**src/rtl/tx_hold_arbiter.sv**
```systemverilog
// tx_hold_arbiter: arbitrates between two requesters with a round-robin policy and owns the
// shared TX holding register.
//   clk, rst          : clock and synchronous active-high reset
//   req0/data0/ack0   : requester 0 handshake (ack0 is a one-cycle capture pulse)
//   req1/data1/ack1   : requester 1 handshake (ack1 is a one-cycle capture pulse)
//   q_out/out_valid   : holding register contents and valid flag for the transmitter
//   out_ready         : transmitter accepts q_out this cycle
//   grant_id          : requester that supplied the current q_out word
//   xfer_cnt          : wrapping count of completed out_valid & out_ready transfers
module tx_hold_arbiter #(
    parameter int unsigned WIDTH = 12,
    parameter int unsigned CNT_W = 8
) (
    input  logic             clk,
    input  logic             rst,
    input  logic             req0,
    input  logic [WIDTH-1:0] data0,
    output logic             ack0,
    input  logic             req1,
    input  logic [WIDTH-1:0] data1,
    output logic             ack1,
    output logic [WIDTH-1:0] q_out,
    output logic             out_valid,
    input  logic             out_ready,
    output logic             grant_id,
    output logic [CNT_W-1:0] xfer_cnt
);

    typedef enum logic [0:0] {StIdle, StHold} state_e;

    state_e             state_q, state_d;
    logic [WIDTH-1:0]   q_out_q, q_out_d;
    logic               out_valid_q, out_valid_d;
    logic               ack0_q, ack0_d;
    logic               ack1_q, ack1_d;
    logic               grant_id_q, grant_id_d;
    logic               last_grant_q, last_grant_d;
    logic [CNT_W-1:0]   xfer_cnt_q, xfer_cnt_d;

    logic qreq0, qreq1, winner, xfer, load;

    always_comb begin
        // A request still high during its own ack cycle has already been served.
        qreq0  = req0 & ~ack0_q;
        qreq1  = req1 & ~ack1_q;
        winner = (qreq0 & qreq1) ? ~last_grant_q : qreq1;
        xfer   = (state_q == StHold) & out_ready;
        // Capture is possible from IDLE, or in HOLD on the same edge the current word leaves.
        load   = (qreq0 | qreq1) & ((state_q == StIdle) | out_ready);

        state_d      = state_q;
        q_out_d      = q_out_q;
        out_valid_d  = out_valid_q;
        ack0_d       = 1'b0;
        ack1_d       = 1'b0;
        grant_id_d   = grant_id_q;
        last_grant_d = last_grant_q;
        xfer_cnt_d   = xfer_cnt_q;

        if (xfer) begin
            xfer_cnt_d  = xfer_cnt_q + 1'b1;
            state_d     = StIdle;
            out_valid_d = 1'b0;
        end

        if (load) begin
            q_out_d      = winner ? data1 : data0;
            grant_id_d   = winner;
            last_grant_d = winner;
            ack0_d       = ~winner;
            ack1_d       = winner;
            state_d      = StHold;
            out_valid_d  = 1'b1;
        end
    end

    always_ff @(posedge clk) begin
        if (rst) begin
            state_q      <= StIdle;
            q_out_q      <= '0;
            out_valid_q  <= 1'b0;
            ack0_q       <= 1'b0;
            ack1_q       <= 1'b0;
            grant_id_q   <= 1'b0;
            last_grant_q <= 1'b1;
            xfer_cnt_q   <= '0;
        end else begin
            state_q      <= state_d;
            q_out_q      <= q_out_d;
            out_valid_q  <= out_valid_d;
            ack0_q       <= ack0_d;
            ack1_q       <= ack1_d;
            grant_id_q   <= grant_id_d;
            last_grant_q <= last_grant_d;
            xfer_cnt_q   <= xfer_cnt_d;
        end
    end

    assign q_out     = q_out_q;
    assign out_valid = out_valid_q;
    assign ack0      = ack0_q;
    assign ack1      = ack1_q;
    assign grant_id  = grant_id_q;
    assign xfer_cnt  = xfer_cnt_q;

endmodule

```
**config.mk**
```make
export PLATFORM = sky130hd
export DESIGN_NAME = tx_hold_arbiter
export DESIGN_NICKNAME = d
export VERILOG_FILES = /design/src/rtl/tx_hold_arbiter.sv
export SDC_FILE = /design/constraint.sdc
export NUM_CORES = 1
export LEC_CHECK = 0
export ABC_AREA = 0
export CORE_MARGIN = 2
export CORE_UTILIZATION = 30
export DETAILED_ROUTE_END_ITERATION = 10
export PLACE_DENSITY_LB_ADDON = 0.08
export SETUP_SLACK_MARGIN = 0.1
export SYNTH_ARGS = -nofsm -noshare
export SYNTH_HDL_FRONTEND = slang
export SYNTH_SLANG_ARGS = --single-unit
```
**constraint.sdc**
```tcl
create_clock -name clk -period 1.1 [get_ports clk]
set_input_delay 0.165 -clock clk [delete_from_list [all_inputs] [get_ports clk]]
set_output_delay 0.165 -clock clk [all_outputs]
set_load 0.02 [all_outputs]
```
==> flow_summary_export.csv <==
group,metric,value,unit
cells_and_area,area_growth,87.8,%
clock_tree,cts_tree,"yes",
clock_tree,clk_pin_slew,150,ps
timing,finalHoldViolations,0,
power,pwr-share-comb,29.2,%
timing,period_needed,1190,ps
status,outcome,"complete, but fails checks",
floorplanning,die_w,62.5,µm
logic_synthesis,yosysWarnings,0,
cells_and_area,fin_util,58.3,%
place,place_inst,212,
route,firstDrtPassIters,5,
timing,tightest_slew,256,ps
timing,worst_slack,-92.6,ps
logic_synthesis,synth_largest_area_cell,"dfxtp_1",
critical_path,crit_family,"flip-flops",
run,cap_viol_max_count,0,
critical_path,startpoint,"ack0$_SDFF_PP0_",
timing,final-setup-viol-count,14,
power,p_sw_share,30.0,%
logic_synthesis,synth-seq-cells,25,
logic_synthesis,synth_area_leaders,"dfxtp_1, nor2_1, xor2_1, o22ai_1, nor3b_1",
cells_and_area,final_common_cell,"buf_6",
floorplanning,design.core.area,3310,µm²
global_route,grt_pass1_wl,4780,µm
logic_synthesis,synth_top_area_share,48.7,%
clock_tree,cts.htree.levels,1,
power,vdd_ir_drop_max,585,µV
critical_path,arrival,1430,ps
power,p_per_area,1090,nW/µm²
clock_tree,clk-insertion-delay-late,330,ps
clock_tree,root_buffer,"clkbuf_4",
global_route,grt_overflow,0,
floorplanning,die_y,62.5,µm
floorplanning,io_pins,53,
cells_and_area,stdcell_area,1930,µm²
clock_tree,cts.sinks,25,
route,drc_errors,0,
critical_path,required,1340,ps
critical_path,crit_chain,"nand3b_1 -> nand2_1 -> nor2_2 -> a221o_2",
global_route,antenna_found_initial,0,
power,clkPwrFrac,21.3,%
cells_and_area,final_cell_mix,"buf_6, clkdlybuf4s50_1, dfxtp_2",
timing,clock_skew,1.71,ps
floorplanning,start_util,31.0,%
global_route,grt.total_usage,15.5,%
cells_and_area,antenna_cells,0,
clock_tree,clockBufferDepth,2,
logic_synthesis,synthesis.instances,106,
critical_path,critical_path.max_stage_delay,390,ps
route,routed_wl,2860,µm
power,p_sw,633,µW
place,place_area,1700,µm²
logic_synthesis,yosysSeqAreaShare,48.7,%
global_route,grt_pass1_vias,1078,
timing,slew_viol_final,0,
place,dp_slack,-506,ps
route,drtAntennaViolNets,0,
critical_path,crit_slowest_cell,"dfxtp_4",
floorplanning,rows,21,
timing,slew_headroom,82.9,%
timing,finalCritPeriodShare,108,%
place,port_buffers,52,
hold_path,hold_class,"in -> reg",
place,gp_congestion,0.771,
route,vias,1052,
cells_and_area,nets,210,
place,dp_hpwl,1980,µm
hold_path,min-delay-start,"data1[3]",
route,first_iter_violations,25,
route,viasPerCell,4.68,
cells_and_area,final_cells,225,
logic_synthesis,avgSynthCellArea,9.69,µm²
status,violations,"negative setup slack",
floorplanning,dieArea,3910,µm²
critical_path,worst-path-buf-inv,0,
critical_path,critPathKind,"reg -> reg",
logic_synthesis,yosysUniqueCellTypes,27,
power,p_leak,0.797,nW
critical_path,crit_path_max_fanout,6,
critical_path,rr_startpoint,"ack0$_SDFF_PP0_",
timing,rsz0062_at_grt,"yes",
cells_and_area,drive_above_1_share,50.8,%
power,p_seq_share,49.5,%
global_route,grt_max_degree,16,
timing,max_clock_freq,838,MHz
logic_synthesis,netlist_area,1030,µm²
clock_tree,numCtsBuffers,3,
power,p_int,1.48,mW
critical_path,end_kind,"flop",
critical_path,cp-start-kind,"flop",
logic_synthesis,syn-num-nets,136,
route,wl_per_cell,12.7,µm
[worst register-to-register path: cells and delay by family, from the launching register on]
kind / cells / cell delay [ps]
DFF: 1 / 390
AOI/OAI and AO/OA: 1 / 330
and+or+nand+nor: 3 / 370
[synthesized netlist by cell type (all sizes together)]
cell type	count
o211ai	1
nor2b	2
ha	1
xor2	6
and2	1
xnor2	1
buf	4
nand2	5
and3	2
a221o	5
nand2b	3
nor3	7
nand3b	1
mux2i	1
nor2	18
o22ai	7
nand4	4
o21ai	2
a21oi	3
nor3b	5
dfxtp	25
o21a	1
nand3	1
[metal layers]
layer,vias to the layer above,GRT usage (%),wire length (µm)
met4,0,7.22,69
li1,525,-,-
met2,38,27.2,1460
met3,7,3.42,178
met5,-,0,0
met1,482,17.8,1160
[per-stage QoR]
step                total power, mW  setup TNS [ps]  hold WS, ps
finish                         2.11            -688          401
global route                   2.22           -1670          400
CTS                            2.08            -657          397
detailed placement             1.59           -7990          452
global placement               1.58           -7410          448
floorplan                      1.31            -411          303
[what timing repair did]
item	in CTS	in global routing
setup buffers	6	3
setup endpoints to repair	44	47
pin swaps	14	13
hold endpoints to repair	0	0
hold buffers	0	0
resized for setup	166	14
[power by group through the flow]
stage,logic (mW),registers [mW],clock network (mW)
3_3_place_gp,0.545,1.04,0
2_1_floorplan,0.192,1.11,0
3_5_place_dp,0.551,1.04,0
6_report,0.616,1.04,0.450
4_1_cts,0.584,1.04,0.458
5_1_grt,0.661,1.05,0.510
[registers in the layout, summed over array words and instances (netlist names)]
name          flops
ack0              1
ack1              1
grant_id          1
last_grant_q      1
out_valid         1
q_out            12
xfer_cnt          8
[final cells by class]
class / count / area (µm²)
clock buffer: 3 / 22.5
clock inverter: 1 / 7.51
fill: 310 / 1380
multi-input combinational: 77 / 574
sequential: 25 / 541
tap: 46 / 57.6
timing repair buffer: 73 / 727
[final timing paths]
path	end	slack [ps]	cells past startpoint
worst min register to register	grant_id$_SDFFE_PP0P_	480	2
worst max-delay path	q_out[6]$_SDFFE_PP0P_	-90	4
worst min-delay path	q_out[3]$_SDFFE_PP0P_	400	3
worst max register to register	q_out[6]$_SDFFE_PP0P_	-90	4
[logic make-up after synthesis]
kind of cell / after synthesis / synth area share, %
DFF: 25 / 48.7
muxes: 1 / 0.974
adders and majority gates: 1 / 1.22
and+or+nand+nor: 49 / 25.7
xor gates and xnor gates: 7 / 5.97
buffers and inverters: 4 / 2.56
AOI/OAI and AO/OA: 19 / 14.9
(Power assumes the default switching activity.)
